$ cat config.mk
export PLATFORM = sky130hd
export DESIGN_NAME = move_request_gen
export DESIGN_NICKNAME = d
export VERILOG_FILES = /design/src/rtl/move_request_gen.sv
export SDC_FILE = /design/constraint.sdc
export NUM_CORES = 1
export LEC_CHECK = 0
export BUFFER_PORTS_ARGS = -buffer_cell sky130_fd_sc_hd__buf_4
export CAP_MARGIN = 20
export CORE_ASPECT_RATIO = 1.4
export CORE_UTILIZATION = 40
export CTS_CLUSTER_DIAMETER = 100
export DETAILED_ROUTE_END_ITERATION = 10
export GPL_TIMING_DRIVEN = 0
export PLACE_DENSITY = 0.56
export SLEW_MARGIN = 15
export SYNTH_ARGS = -nofsm -noshare
export SYNTH_HDL_FRONTEND = slang
export SYNTH_SLANG_ARGS = --single-unit
$ cat constraint.sdc
create_clock -name clk -period 2.2 [get_ports clk]
set_input_delay 0.44 -clock clk [delete_from_list [all_inputs] [get_ports clk]]
set_output_delay 0.44 -clock clk [all_outputs]
set_load 0.02 [all_outputs]
$ cat src/rtl/move_request_gen.sv
// Push-button front-end for the grid cursor: synchronizes and debounces four
// active-low buttons and emits one-cycle active-low move strobes with auto-repeat.
module move_request_gen #(
    parameter int DEBOUNCE_CYCLES = 500000,
    parameter int REPEAT_DELAY    = 25000000,
    parameter int REPEAT_PERIOD   = 10000000,
    parameter int CNT_W           = 25
) (
    input  logic clk,
    input  logic rst_n,
    input  logic btn_left_n,
    input  logic btn_right_n,
    input  logic btn_up_n,
    input  logic btn_down_n,
    output logic move_h,
    output logic move_v,
    output logic direction
);

    localparam logic [1:0] ST_IDLE   = 2'd0;
    localparam logic [1:0] ST_HOLD   = 2'd1;
    localparam logic [1:0] ST_REPEAT = 2'd2;

    localparam logic [CNT_W-1:0] DB_MAX      = CNT_W'(DEBOUNCE_CYCLES);
    localparam logic [CNT_W-1:0] DELAY_LOAD  = CNT_W'(REPEAT_DELAY - 1);
    localparam logic [CNT_W-1:0] PERIOD_LOAD = CNT_W'(REPEAT_PERIOD - 1);

    // Button index doubles as priority: 0 right, 1 left, 2 up, 3 down.
    logic [3:0]       raw_s;
    logic [3:0]       sync1_r;
    logic [3:0]       sync2_r;
    logic [3:0]       deb_s;
    logic [3:0]       press_s;
    logic [3:0]       held_s;
    logic [3:0]       owner_mask_s;
    logic             others_s;
    logic [1:0]       win_s;

    logic [1:0]       state_r;
    logic [1:0]       state_n;
    logic [1:0]       owner_r;
    logic [1:0]       owner_n;
    logic [CNT_W-1:0] timer_r;
    logic [CNT_W-1:0] timer_n;
    logic             strobe_s;
    logic [1:0]       strobe_btn_s;

    function automatic logic [1:0] pick_press(input logic [3:0] p);
        logic [1:0] idx;
        if (p[0]) begin
            idx = 2'd0;
        end else if (p[1]) begin
            idx = 2'd1;
        end else if (p[2]) begin
            idx = 2'd2;
        end else begin
            idx = 2'd3;
        end
        return idx;
    endfunction

    assign raw_s = {btn_down_n, btn_up_n, btn_left_n, btn_right_n};

    // Two-flop synchronizer, idle level is released (1)
    always_ff @(posedge clk or negedge rst_n) begin
        if (!rst_n) begin
            sync1_r <= 4'b1111;
            sync2_r <= 4'b1111;
        end else begin
            sync1_r <= raw_s;
            sync2_r <= sync1_r;
        end
    end

    for (genvar i = 0; i < 4; i++) begin : g_db
        logic [CNT_W-1:0] cnt_r;
        logic             deb_r;
        logic             press_r;

        // Debounce counter; press_r pulses for the cycle after a 1->0 acceptance
        always_ff @(posedge clk or negedge rst_n) begin
            if (!rst_n) begin
                cnt_r   <= '0;
                deb_r   <= 1'b1;
                press_r <= 1'b0;
            end else if (sync2_r[i] != deb_r) begin
                if (cnt_r == DB_MAX) begin
                    cnt_r   <= '0;
                    deb_r   <= sync2_r[i];
                    press_r <= deb_r;
                end else begin
                    cnt_r   <= cnt_r + CNT_W'(1);
                    press_r <= 1'b0;
                end
            end else begin
                cnt_r   <= '0;
                press_r <= 1'b0;
            end
        end

        assign deb_s[i]   = deb_r;
        assign press_s[i] = press_r;
    end

    assign held_s       = ~deb_s;
    assign owner_mask_s = 4'b0001 << owner_r;
    assign others_s     = |(held_s & ~owner_mask_s);
    assign win_s        = pick_press(press_s);

    // Move FSM: new presses always win; repeats need the owner held alone
    always_comb begin
        state_n      = state_r;
        owner_n      = owner_r;
        timer_n      = timer_r;
        strobe_s     = 1'b0;
        strobe_btn_s = owner_r;
        case (state_r)
            ST_IDLE: begin
                if (|press_s) begin
                    strobe_s     = 1'b1;
                    strobe_btn_s = win_s;
                    owner_n      = win_s;
                    timer_n      = DELAY_LOAD;
                    state_n      = ST_HOLD;
                end else begin
                    state_n = ST_IDLE;
                end
            end
            ST_HOLD, ST_REPEAT: begin
                if (|press_s) begin
                    strobe_s     = 1'b1;
                    strobe_btn_s = win_s;
                    owner_n      = win_s;
                    timer_n      = DELAY_LOAD;
                    state_n      = ST_HOLD;
                end else if (!held_s[owner_r]) begin
                    state_n = ST_IDLE;
                end else if (others_s) begin
                    timer_n = timer_r;
                end else if (timer_r == '0) begin
                    strobe_s = 1'b1;
                    timer_n  = PERIOD_LOAD;
                    state_n  = ST_REPEAT;
                end else begin
                    timer_n = timer_r - CNT_W'(1);
                end
            end
            default: begin
                state_n = ST_IDLE;
            end
        endcase
    end

    // FSM state, owner and repeat timer
    always_ff @(posedge clk or negedge rst_n) begin
        if (!rst_n) begin
            state_r <= ST_IDLE;
            owner_r <= 2'd0;
            timer_r <= '0;
        end else begin
            state_r <= state_n;
            owner_r <= owner_n;
            timer_r <= timer_n;
        end
    end

    // Registered strobes; direction keeps its last value between strobes
    always_ff @(posedge clk or negedge rst_n) begin
        if (!rst_n) begin
            move_h    <= 1'b1;
            move_v    <= 1'b1;
            direction <= 1'b0;
        end else if (strobe_s) begin
            move_h    <= strobe_btn_s[1];
            move_v    <= ~strobe_btn_s[1];
            direction <= ~strobe_btn_s[0];
        end else begin
            move_h    <= 1'b1;
            move_v    <= 1'b1;
            direction <= direction;
        end
    end

endmodule

## Yosys cells after proc, flatten, opt, wreduce, memory -nomap -nowiden

Index checks and enable logic that the tools add are counted.
Widths: inputs -> output; s select.

- Register bits: 148
- Word-level logic and storage cells: 103
- Output and inout bits: 3

- Bitwise gates (word level): 5
- Shifts and indexed selects: 1
- Equality and inequality tests: 15
- Muxes and demuxes: 43
- Add/sub/neg operators: 5
- Reductions and logical operators: 13
- Order comparisons: 1

Operators with widths:

| operator | count |
|---|---|
| $mux 25 | 13 |
| $add 25x1->25 const B | 4 |
| $eq 25x19->1 const B | 4 |
| $pmux 25 s2 | 1 |
| $logic_not 25->1 | 1 |
| $sub 25x1->25 const B | 1 |
| $mux 1 | 18 |
| $mux 2 | 8 |
| $reduce_and 2->1 | 5 |
| $ne 4x4->1 const B | 2 |
| $not 4->4 | 2 |
| $reduce_or 4->1 | 2 |
| $ne 3x3->1 const B | 2 |
| $and 4x4->4 | 1 |
| $ne 1x1->1 | 4 |
| $pmux 2 s2 | 1 |
| $reduce_and 4->1 | 1 |
| $shl 1x2->4 const A | 1 |
| $lt 2x3->1 const B | 1 |
| $reduce_or 3->1 | 1 |
| $bmux 1 s2 | 1 |
| $eq 2x1->1 const B | 1 |
| $eq 2x2->1 const B | 1 |
| $logic_not 2->1 | 1 |
| 5 further kinds | 6 |

## Longest topological paths before layout

Gate-level depths: netlist of run 1.

- Depth after elaboration: 9
- Depth in mapped cells: 9
- Depth with buffers taken out: 7

## Worst setup path after synthesis of run 1

OpenSTA, ideal clock, no wires.

- Path kind: reg2reg
- Start: register g_db[3].deb_r
- End: register timer_r[10]
- Arrival: 2.035 ns
- Path slack: 0.041 ns
- Stages on the path, launching flop included: 7
- Data required time: 2.076 ns
- Library setup time: 0.124 ns
- Clock period less this slack: 2.159 ns
- Buffers on the path: 1
- Cells stage by stage: dfstp_2 or3b_2 a21oi_1 o211a_1 buf_2 nor2_1 a211o_1

- Cells in the longest elaborated chain, start to end: 5
- Elaborated cells on any way between the ends: 8
- Classes of those cells: eq/ne: 2; mux: 2; bitwise: 2; reduce/logical: 2

RTL lines:

| element | line | RTL |
|---|---|---|
| start: declaration | 77 | `logic deb_r;` |
| start signal: assignment | 89 | `deb_r <= sync2_r[i];` |
| $not 4->4 (*) | 105 | `assign held_s = ~deb_s;` |
| $bmux 1 s2 or $and 4x4->4 (tied branches) | 136, 107 |  |
| $mux 1 (implied by the code) or $reduce_or 4->1 (tied branches) | 136, 107 |  |
| $ne 3x3->1 (no line) | - |  |
| $reduce_and 4->1 (no line) (*) | - |  |
| end signal: assignment | 163 | `timer_r <= timer_n;` |
| end: declaration | 43 | `logic [CNT_W-1:0] timer_r;` |

Mark *: on every way between the ends. The rest lies on a longest branch, timed or not. The select of a mux whose other input is x is not followed.
A chain may end at the register's enable or synchronous reset.

## Worst setup path in the final report of run 1

- Start: register g_db[3].deb_r
- End: register timer_r[5]

Same word-level chain as after synthesis.

==> results of run 1 <==
[through the flow]
stage	power [mW]	utilization (%)	instances
floorplan	2.89	-	766
global placement	2.98	43.1	1014
detailed placement	3.00	43.3	1015
CTS	6.09	47.5	1052
global route	6.23	48.9	1064
finish	6.00	48.9	1064
[repair_timing]
item,in CTS,in global routing
hold buffers,1,0
buffers inserted,7,13
endpoints found under the hold margin,40,0
cloned,0,0
endpoints found under the setup margin,72,106
gates resized for setup,26,44
pin swaps,4,13
[routing by layer]
metal,GRT usage (%),part of all wire [%],vias up
met5,0,0,-
met3,3.86,3.0,22
met4,7.08,1.9,0
met2,31.7,53,84
met1,21.8,42,2806
li1,-,-,2801
[registers in the layout, summed over array words and instances, names as in the netlist]
signal        cells
g_db.cnt_r      100
timer_r          25
g_db.deb_r        4
g_db.press_r      4
sync1_r           4
sync2_r           4
owner_r           2
state_r           2
direction         1
move_h            1
move_v            1
[power by group]
part	internal (mW)	leakage, nW	switching (mW)
clock	1.87	0.307	1.19
sequential	2.75	2.00	0.0290
combinational	0.0492	1.47	0.112
[logic make-up (layout without fill, tap and decap cells)]
group	Yosys count	count (layout)	share of synthesized area (%)
mux	7	7	1.18
compound gates	73	73	6.74
xor+xnor	97	97	11.4
flops	148	148	50.1
buf+inv	54	112	3.02
simple gates	376	376	25.6
fa+ha+maj	11	11	1.85
[cells in the final DEF, fill, tap and decap left out, drive strengths merged, types with 3 or more instances in the layout]
cell / Yosys / final
nand2: 43 / 43
nand4: 35 / 35
xor2: 62 / 62
and2: 4 / 4
nor2: 139 / 139
nor4: 27 / 27
nor3: 29 / 29
a21oi: 15 / 15
a2bb2oi: 3 / 3
buf: 7 / 35
dfrtp: 134 / 134
and3: 15 / 15
mux2: 4 / 4
ha: 11 / 11
o2bb2ai: 5 / 5
bufinv: 0 / 3
or4: 5 / 5
clkbuf: 15 / 31
clkinv: 0 / 4
nand3: 41 / 41
o21ai: 12 / 12
o41ai: 5 / 5
inv: 32 / 37
o22ai: 10 / 10
nor3b: 4 / 4
a21o: 4 / 4
and4: 10 / 10
dfstp: 14 / 14
or3: 3 / 3
nand3b: 3 / 3
nor4b: 11 / 11
o31ai: 6 / 6
xnor2: 35 / 35
[cell type report]
type | count | area share [%]
flip-flops and latches | 148 | 42.1
well taps | 240 | 3.40
repair buffers | 30 | 3.03
inverters | 32 | 1.36
clock inverters | 13 | 1.94
plain buffers | 18 | 1.26
multi-input cells | 564 | 41.8
clock buffers | 19 | 5.12
[worst paths after layout]
check | slack [ns] | to | startpoint
worst max-delay path | 0.03 | timer_r[5] | g_db[3].deb_r
worst min-delay path | 0.13 | sync1_r[0] | btn_right_n
worst max register to register | 0.03 | timer_r[5] | g_db[3].deb_r
worst min register to register | 0.36 | sync2_r[2] | sync1_r[2]
max in group asynchronous | 0.83 | owner_r[1] | rst_n
min in group asynchronous | 0.50 | g_db[2].cnt_r[11] | rst_n
[synth_stat cells (all sizes together), types with 12 or more instances]
cell type    n  share of area (%)
xnor2       35                4.1
inv         32                1.6
nor4        27                2.3
nand3       41                2.8
nand4       35                3.0
dfstp       14                5.0
nor2       139                7.0
dfrtp      134                 45
nand2       43                2.2
clkbuf      15               0.76
xor2        62                7.3
o21ai       12               0.81
a21oi       15                1.0
nor3        29                2.0
and3        15                1.3
==> summary.md, run 1 <==
| Metric | Value |
|---|---|
| Outcome | `completed` |
| Total CTS buffers | `17` |
| WP data required | `2.49 ns` |
| CP Buf/Inv Count | `1` |
| Fin crit period | `2.17 ns` |
| Hold Slack | `0.127 ns` |
| Worst VDD drop | `0.531 mV` |
| Yosys warning total | `0` |
| Place WS | `-0.472 ns` |
| DP Wirelength | `10.5 mm` |
| Die area | `19,100 um2` |
| Top_reg_cell synth | `dfrtp_1` |
| Power density cells | `679 nW/um2` |
| Register area | `3730 um2` |
| Leak Pwr | `3.78 nW` |
| RD Place Congestion | `0.819` |
| CTS tree | `yes` |
| Crit-path leading delay family | `compound AO/OA/AOI/OAI gates` |
| # clock sinks | `148` |
| Worst Setup Start Kind | `flip-flop` |
| Seq cells post-synth | `148` |
| Largest net degree at the start of global routing | `109` |
| Worst-margin pin slew | `0.943 ns` |
| Fill cells | `1,655` |
| Overall routing resource usage | `18.3%` |
| Worst R2R Path Depth | `6` |
| Worst Hold Class | `primary input to flip-flop` |
| Worst slew margin | `36.7%` |
| Global-route wire length before repair | `27.4 mm` |
| Post-synth EDFFs | `0` |
| Critical path depth | `6` |
| FMAX | `462 MHz` |
| Max clock buf depth | `2` |
| Port Buf Inserts | `8` |
| Vias in the first global route | `5,842` |
| RSZ-0062 raised after global routing | `yes` |
| Post-Syn Area | `7420 um2` |
| Critical Path End Type | `flip-flop` |
| Chip Width | `117 um` |
| Core Box Area | `18,100 um2` |
| DR pass1 iterations | `4` |
| # rows | `58` |
| Mapped Cells | `766` |
| Vias per cell | `5.37` |
| Chip Height | `163 um` |
| Routed WL per cell | `14.9 um` |
| Critical path type | `flip-flop to flip-flop` |
| Post-Route WL | `15.9 mm` |
| Antenna Violating Nets Remaining | `0` |
| Hold-critical path depth | `1` |
| DRC | `0` |
| # IOs | `9` |
| CP max FO | `5` |
| Setup tns final | `0 ns` |
| Post-synthesis sequential area ratio | `50.1%` |
| Crit path largest cell delay | `0.55 ns` |
| Syn avg cell area | `9.69 um2` |
| CP cell instances | `or3b_2, a21oi_4, o211ai_4, buf_4, o41ai_1, o21ai_1` |
| Maxcap violations | `0` |
| Initial antenna violation count | `0` |
| Reg clk slew, reported paths | `0.06 ns` |
| Violation count after the first detailed-routing iteration | `285` |
| Final Hold Fails | `0` |
| Clock skew | `0.0116 ns` |
| CP arrival | `2.45 ns` |
| Asr flop ratio synth | `100%` |
| Slowest cell on crit path | `dfstp_2` |
| Diode count | `0` |
| Clk Latency, worst-skew pair | `0.42 ns` |
| Initial Util | `41.1%` |
| Final period utilization | `98.5%` |
| Area of the multi-input gates | `3690 um2` |
| Setup ws final | `0.0336 ns` |
| Area delta synth->final | `19.2%` |
| Yosys cell types | `55` |
| Final Instance Area | `8840 um2` |
| Clock root cell | `clkbuf_16` |
| Layout Nets | `828` |
| Vias after detailed routing | `5,713` |
| Endpoints failing setup | `0` |
| Slew Viols, Final | `0` |
| GRT overflow | `0` |
| Layout cells sized above 1 | `16.6%` |
| H-tree depth | `4` |
| Placed standard-cell area | `7820 um2` |
| Syn_nets | `783` |
Note: power is estimated with default switching activity, not from simulation.
==> run 2, diff against run 1 <==
--- a/config.mk
+++ b/config.mk
@@ -8,6 +8,7 @@
 export BUFFER_PORTS_ARGS = -buffer_cell sky130_fd_sc_hd__buf_4
 export CAP_MARGIN = 20
 export CORE_ASPECT_RATIO = 1.4
+export CORE_MARGIN = 10
 export CORE_UTILIZATION = 40
 export CTS_CLUSTER_DIAMETER = 100
 export DETAILED_ROUTE_END_ITERATION = 10
==> constraint.sdc (replaced) <==
create_clock -name clk -period 1.9 [get_ports clk]
set_input_delay 0.38 -clock clk [delete_from_list [all_inputs] [get_ports clk]]
set_output_delay 0.38 -clock clk [all_outputs]
set_load 0.02 [all_outputs]
==> run 2 against run 1 <==
  * The run now ends with negative setup slack left
  * Clock power is 11% higher
  * Register-to-register slack got worse by 0.26 ns
  * Non-clock buffer count up 51
  * Sequential share of layout area down 3.7 points
  * Die area increased by 28%
  * Clock skew shrank 0.0049 ns
  * Worst hold slack worse by 0.061 ns
  * Largest power group unchanged
==> summary.md, run 2 (synthesized netlist as in run 1, its figures left out) <==
| Metric | Value |
|---|---|
| Outcome | `finished, violations left` |
| Failing checks | `negative setup slack` |
| Clock skew | `0.00674 ns (-0.00487 ns)` |
| Fill cells | `1,530 (-7.6%)` |
| CP max FO | `6 (+1)` |
| Overall routing resource usage | `14.0% (-4.2 points)` |
| Chip Height | `181 um (+11%)` |
| Largest net degree at the start of global routing | `110 (+0.92%)` |
| WP data required | `2.26 ns (-0.23 ns)` |
| Maxcap violations | `0 (unchanged)` |
| Vias after detailed routing | `6,013 (+5.3%)` |
| Area delta synth->final | `31.0%` |
| DRC | `0 (unchanged)` |
| Worst R2R Path Depth | `6 (unchanged)` |
| Clk Latency, worst-skew pair | `0.41 ns (about the same)` |
| Register-to-register setup slack | `-0.22 ns (-0.26 ns)` |
| Place WS | `-0.520 ns (-0.0485 ns)` |
| Die area | `24,500 um2 (+28%)` |
| Violation count after the first detailed-routing iteration | `401 (+41%)` |
| # clock sinks | `148 (unchanged)` |
| Hold-critical path depth | `1 (unchanged)` |
| Endpoints failing setup | `28 (+28)` |
| Power density cells | `701 nW/um2 (+3.4%)` |
| Final period utilization | `112% (+13 points)` |
| Critical path type | `flip-flop to flip-flop` |
| Most frequent cells in the layout | `132 x nor2_1, 125 x dfrtp_1, 62 x xor2_1` |
| Worst slew margin | `62.3% (+26 points)` |
| Worst Hold Class | `primary input to flip-flop` |
| Antenna Violating Nets Remaining | `0 (unchanged)` |
| Total CTS buffers | `17 (unchanged)` |
| Chip Width | `135 um (+15%)` |
| Fin crit period | `2.12 ns (-0.0422 ns)` |
| Registers with the most flip-flops | `g_db.cnt_r (100), timer_r (25)` |
| Post-Route WL | `17.0 mm (+7.4%)` |
| Initial Util | `41.1% (unchanged)` |
| Most common cell after layout, fill and taps aside | `nor2_1` |
| Top reg by flops | `g_db.cnt_r` |
| DP Wirelength | `10.8 mm (+2.2%)` |
| Clock root cell | `clkbuf_16` |
| Final Hold Fails | `0 (unchanged)` |
| Final core occ | `53.8% (+4.9 points)` |
| Hold Slack | `0.0661 ns (-0.0611 ns)` |
| Reg clk slew, reported paths | `0.06 ns (about the same)` |
| Worst-margin pin slew | `0.562 ns (-0.381 ns)` |
| Critical Path End Type | `flip-flop` |
| DR pass1 iterations | `5 (+1)` |
| Port Buf Inserts | `8 (unchanged)` |
| Vias in the first global route | `6,150 (+5.3%)` |
| RR Endpoint | `timer_r[23]` |
| Final non-filler cell total | `1,115 (+4.8%)` |
| Diode count | `0 (unchanged)` |
| GRT overflow | `0 (unchanged)` |
| Global-route wire length before repair | `28.7 mm (+4.9%)` |
| Placed insts | `1,015 (unchanged)` |
| # rows | `58 (unchanged)` |
| Setup ws final | `-0.224 ns (-0.258 ns)` |
| Vias per cell | `5.39 (+0.44%)` |
| # IOs | `9 (unchanged)` |
| Hold EP | `sync1_r[2]` |
| Layout Nets | `879 (+6.2%)` |
| CTS tree | `yes` |
| RSZ-0062 raised after global routing | `yes` |
| Max reg flops | `100 (unchanged)` |
| Layout cells sized above 1 | `26.7% (+10 points)` |
| Initial antenna violation count | `0 (unchanged)` |
| Worst Setup Start Kind | `flip-flop` |
| Worst VDD drop | `0.552 mV (+4.0%)` |
| CP arrival | `2.48 ns (+0.03 ns)` |
| Core Box Area | `18,100 um2 (unchanged)` |
| Max clock buf depth | `2 (unchanged)` |
| Worst Min Path Start | `btn_up_n` |
| H-tree depth | `4 (unchanged)` |
| RD Place Congestion | `0.841 (+2.7%)` |
| Critical register-to-register path startpoint | `timer_r[0]` |
| Leak Pwr | `4.18 nW (+10%)` |
| Routed WL per cell | `15.3 um (+2.5%)` |
| FMAX | `471 MHz (+2.0%)` |
| Slew Viols, Final | `0 (unchanged)` |
## run 2: changes by cell type in the layout (fill, tap and decap cells not counted), sizes merged
cell	before	now
buf	35	86
clkinv	4	5
clkinvlp	1	4
inv	37	33
## run 2: repair_timing
action	4_1_cts	5_1_grt
setup buffers	40	29
hold buffers	1	0
endpoints found under the hold margin	37	0
gates cloned	1	2
pin swaps	21	15
gates resized for setup	99	55
setup endpoints to repair	112	114
## run 2: area by class of cell
| class | instances | area, um2 | share of cell area, % |
|---|---|---|---|
| multi-input cells | 564 | 4040 | 41.5 |
| inverters | 32 | 120 | 1.24 |
| clock inverters | 13 | 158 | 1.62 |
| repair buffers | 82 | 772 | 7.94 |
| well taps | 240 | 300 | 3.09 |
| clock buffers | 19 | 443 | 4.56 |
| plain buffers | 17 | 159 | 1.63 |
| flip-flops and latches | 148 | 3730 | 38.4 |
## run 2: critical path, cell delays in order (launching register included)
cell     delay (ns)
dfrtp_1        0.39
or4_4          0.58
or2_1          0.24
buf_6          0.14
or4_1          0.40
a31oi_1        0.20
a21o_1         0.11
## run 2: metrics by stage
step	TNS [ns]	total power, mW	instance area (um2)
3_5_place_dp	-30.49	3.47	7890
5_1_grt	-6.48	7.10	9720
3_3_place_gp	-56.41	3.45	7860
2_1_floorplan	-0.935	3.35	7490
4_1_cts	-3.46	6.91	9270
6_report	-3.75	6.82	9720
## run 2: layer usage
metal	routed length (um)	share of wire [%]	track usage (%)	vias up
met1	7300	43	16.5	2992
met2	8840	52	23.7	95
met4	430	2.5	6.26	0
met5	0	0	0	-
li1	-	-	-	2891
met3	466	2.7	3.08	35
## run 2: worst max path at each step
stage / cells after the start / to / start / slack, ns
6_report: 6 / timer_r[23] / timer_r[0] / -0.22
5_1_grt: 6 / timer_r[12] / owner_r[1] / -0.30
4_1_cts: 6 / timer_r[18] / owner_r[1] / -0.20
2_1_floorplan: 7 / timer_r[23] / timer_r[0] / -0.17
3_3_place_gp: 8 / timer_r[8] / timer_r[0] / -0.48
3_5_place_dp: 8 / timer_r[8] / timer_r[0] / -0.52
## run 2: power breakdown
group          leakage, nW  switching [mW]  internal (mW)
registers             1.99          0.0361           3.19
logic                 1.90           0.133         0.0735
clock network        0.285            1.29           2.09
==> run 3, diff against run 2 <==
--- a/config.mk
+++ b/config.mk
@@ -6,7 +6,6 @@
 export NUM_CORES = 1
 export LEC_CHECK = 0
 export BUFFER_PORTS_ARGS = -buffer_cell sky130_fd_sc_hd__buf_4
-export CAP_MARGIN = 20
 export CORE_ASPECT_RATIO = 1.4
 export CORE_MARGIN = 10
 export CORE_UTILIZATION = 40
@@ -14,6 +13,7 @@
 export DETAILED_ROUTE_END_ITERATION = 10
 export GPL_TIMING_DRIVEN = 0
 export PLACE_DENSITY = 0.56
+export SETUP_SLACK_MARGIN = 0.2
 export SLEW_MARGIN = 15
 export SYNTH_ARGS = -nofsm -noshare
 export SYNTH_HDL_FRONTEND = slang
==> run 3 against run 2 <==
  * Final area up 9.8%
  * Wire length increased by 8.5%
  * Critical endpoint unchanged
  * Largest power group unchanged
  * Die area unchanged
  * Critical path depth grew 1
  * Fmax is 0.57% lower
  * Clock power rose by 4%
  * Sequential cell count unchanged
  * Count of clock-buffer cells in the layout rose by 4
  * Global-route usage is 0.94 points higher
  * Total power grew 3.8%
  * Sequential power about the same
  * Largest cell class unchanged
  * The flow still finishes with violations (negative setup slack)
==> summary.md, run 3 (synthesized netlist as in run 1, its figures left out) <==
| Metric | Value |
|---|---|
| Worst Min Path Start | `btn_up_n` |
| Final core occ | `59.1% (+5.3 points)` |
| Top reg by flops | `g_db.cnt_r` |
| Outcome | `finished, violations left` |
| Final non-filler cell total | `1,141 (+2.3%)` |
| Initial antenna violation count | `0 (unchanged)` |
| Worst Setup Start Kind | `flip-flop` |
| Worst R2R Path Depth | `7 (+1)` |
| Register-to-register setup slack | `-0.24 ns (about the same)` |
| H-tree depth | `4 (unchanged)` |
| Core Box Area | `18,100 um2 (unchanged)` |
| Clk Latency, worst-skew pair | `0.42 ns (about the same)` |
| Antenna Violating Nets Remaining | `0 (unchanged)` |
| Internal power | `5.59 mW (+4.4%)` |
| Post-Route WL | `18.5 mm (+8.5%)` |
| Routed WL per cell | `16.2 um (+6.0%)` |
| DP Wirelength | `11.0 mm (+2.3%)` |
| Layout cells sized above 1 | `37.6% (+11 points)` |
| Hold Slack | `0.0669 ns (+0.000832 ns)` |
| Clock share of power | `49.9% (+0.2 points)` |
| Port Buf Inserts | `8 (unchanged)` |
| Critical path type | `flip-flop to flip-flop` |
| Total CTS buffers | `17 (unchanged)` |
| CP cell instances | `or4_4, buf_6, or2_1, buf_6, or4_4, a31oi_4, a21o_1` |
| Layout Nets | `905 (+3.0%)` |
| Most common cell after layout, fill and taps aside | `dfrtp_1` |
| Die area | `24,500 um2 (unchanged)` |
| Violation count after the first detailed-routing iteration | `347 (-13%)` |
| RR Endpoint | `timer_r[23]` |
| WL met2 | `9.94 mm (+12%)` |
| Placed insts | `1,015 (unchanged)` |
| CP arrival | `2.49 ns (about the same)` |
| Register area | `3740 um2 (+0.17%)` |
| Clock skew | `0.00951 ns (+0.00277 ns)` |
| Max clock buf depth | `2 (unchanged)` |
| # rows | `58 (unchanged)` |
| Critical register-to-register path startpoint | `timer_r[1]` |
| Sw power | `1.48 mW (+1.5%)` |
| RD Place Congestion | `0.829 (-1.4%)` |
| Vias after detailed routing | `6,281 (+4.5%)` |
| Fin crit period | `2.14 ns (+0.0122 ns)` |
| Vias in the first global route | `6,337 (+3.0%)` |
| Met1 wire length | `7.60 mm (+4.1%)` |
| CTS tree | `yes` |
| Endpoints failing setup | `29 (+3.6%)` |
| Global-route wire length before repair | `30.5 mm (+6.2%)` |
| Flop pwr share | `45.6% (-1.7 points)` |
| WP data required | `2.26 ns (about the same)` |
| DR pass1 iterations | `5 (unchanged)` |
| Largest net degree at the start of global routing | `105 (-4.5%)` |
| Slew Viols, Final | `0 (unchanged)` |
| Top Metal Used | `met4` |
| Worst-margin pin slew | `0.512 ns (-0.0502 ns)` |
| DRC | `0 (unchanged)` |
| Power density cells | `663 nW/um2 (-5.5%)` |
| CP max FO | `7 (+1)` |
| Area delta synth->final | `43.9%` |
| Diode count | `0 (unchanged)` |
| Fill cells | `1,478 (-3.4%)` |
| Final period utilization | `112% (+0.64 points)` |
| Crit path largest cell delay | `0.54 ns (-0.04 ns)` |
| Initial Util | `41.1% (unchanged)` |
| Hold EP | `sync1_r[2]` |
| # clock sinks | `148 (unchanged)` |
| Failing checks | `negative setup slack` |
| Maxcap violations | `0 (unchanged)` |
| Worst slew margin | `65.9% (+3.6 points)` |
| RSZ-0062 raised after global routing | `yes` |
| Setup ws final | `-0.236 ns (-0.0122 ns)` |
| Worst Hold Class | `primary input to flip-flop` |
| Registers with the most flip-flops | `g_db.cnt_r (100), timer_r (25)` |
| Max reg flops | `100 (unchanged)` |
| Area of the multi-input gates | `4670 um2 (+16%)` |
| Vias per cell | `5.50 (+2.1%)` |
| GRT overflow | `0 (unchanged)` |
| Leak Pwr | `4.48 nW (+7.3%)` |
| Worst VDD drop | `0.497 mV (-10%)` |
| Overall routing resource usage | `15.0% (+0.94 points)` |
| Clock root cell | `clkbuf_16` |
| Reg clk slew, reported paths | `0.06 ns (about the same)` |
| Slowest cell on crit path | `or4_4` |
| Critical Path End Type | `flip-flop` |
| Final Hold Fails | `0 (unchanged)` |
| DR WL met3 | `518 um (+11%)` |
| Chip Width | `135 um (unchanged)` |
| FMAX | `468 MHz (-0.57%)` |
| # IOs | `9 (unchanged)` |
| Most frequent cells in the layout | `120 x dfrtp_1, 85 x nor2_1, 75 x buf_4` |
| Chip Height | `181 um (unchanged)` |
| Hold-critical path depth | `1 (unchanged)` |
| Gate power share | `4.6% (+1.6 points)` |
| Crit path from | `timer_r[1]` |
| Sw frac | `21.0% (-0.48 points)` |
## run 3: cell count changes in the layout (fill, tap and decap cells not counted), moves of 7 or more
cell and delta:
buf_4 +17, buf_6 +13, nand3_1 -7, nand3_2 +7
nor2_1 -47, nor2_4 +44
## run 3: how the worst max path moves through the flow
stage | slack, ns | cells after the start | endpoint
floorplan | -0.17 | 7 | timer_r[23]
detailed placement | -0.51 | 7 | timer_r[2]
global placement | -0.42 | 7 | timer_r[2]
global route | -0.30 | 7 | timer_r[17]
finish | -0.24 | 7 | timer_r[23]
CTS | -0.23 | 7 | timer_r[23]
## run 3: layout make-up
type / instances / share of cell area, %
Inverter: 32 / 1.12
Buffer: 22 / 2.78
Clock inverter: 9 / 1.44
Multi-Input combinational cell: 564 / 43.7
Tap cell: 240 / 2.81
Clock buffer: 23 / 4.38
Sequential cell: 148 / 35.0
Timing Repair Buffer: 103 / 8.74
## run 3: routing by layer
metal  GRT usage (%)  vias up
met3            2.69       39
met4            5.40        0
li1                -     2948
met5               0        -
met1            17.3     3182
met2            26.6      112
## run 3: what timing repair did
action                                 4_1_cts  5_1_grt
gates resized for setup                    149      168
hold buffers                                 1        0
pin swaps                                   49       56
endpoints found under the hold margin       40        0
setup endpoints to repair                  123      135
buffers inserted                            60       30
gates cloned                                 2        1
## run 3: metrics by stage
stage	total power, mW	area, um2	worst slack (ns)	TNS (ns)
after floorplan	3.35	7560	-0.173	-0.905
after global placement	3.45	7920	-0.418	-49.10
after detailed placement	3.47	7960	-0.510	-20.26
after CTS	7.12	9750	-0.229	-3.85
after global routing	7.37	10700	-0.304	-5.94
final	7.08	10700	-0.236	-3.93
## run 3: worst max-delay path, delay by kind of cell, from the launching register on
kind / cells / cell delay [ns]
buffers and inverters: 2 / 0.27
AO/OA/AOI/OAI: 2 / 0.24
flip-flops: 1 / 0.40
AND/OR/NAND/NOR: 3 / 1.18
## run 3: power by group through the flow
stage	combinational, mW	clock [mW]	sequential [mW]
5_1_grt	0.360	3.78	3.23
6_report	0.323	3.53	3.23
3_3_place_gp	0.178	0	3.28
3_5_place_dp	0.193	0	3.28
4_1_cts	0.277	3.62	3.22
2_1_floorplan	0.0833	0	3.27
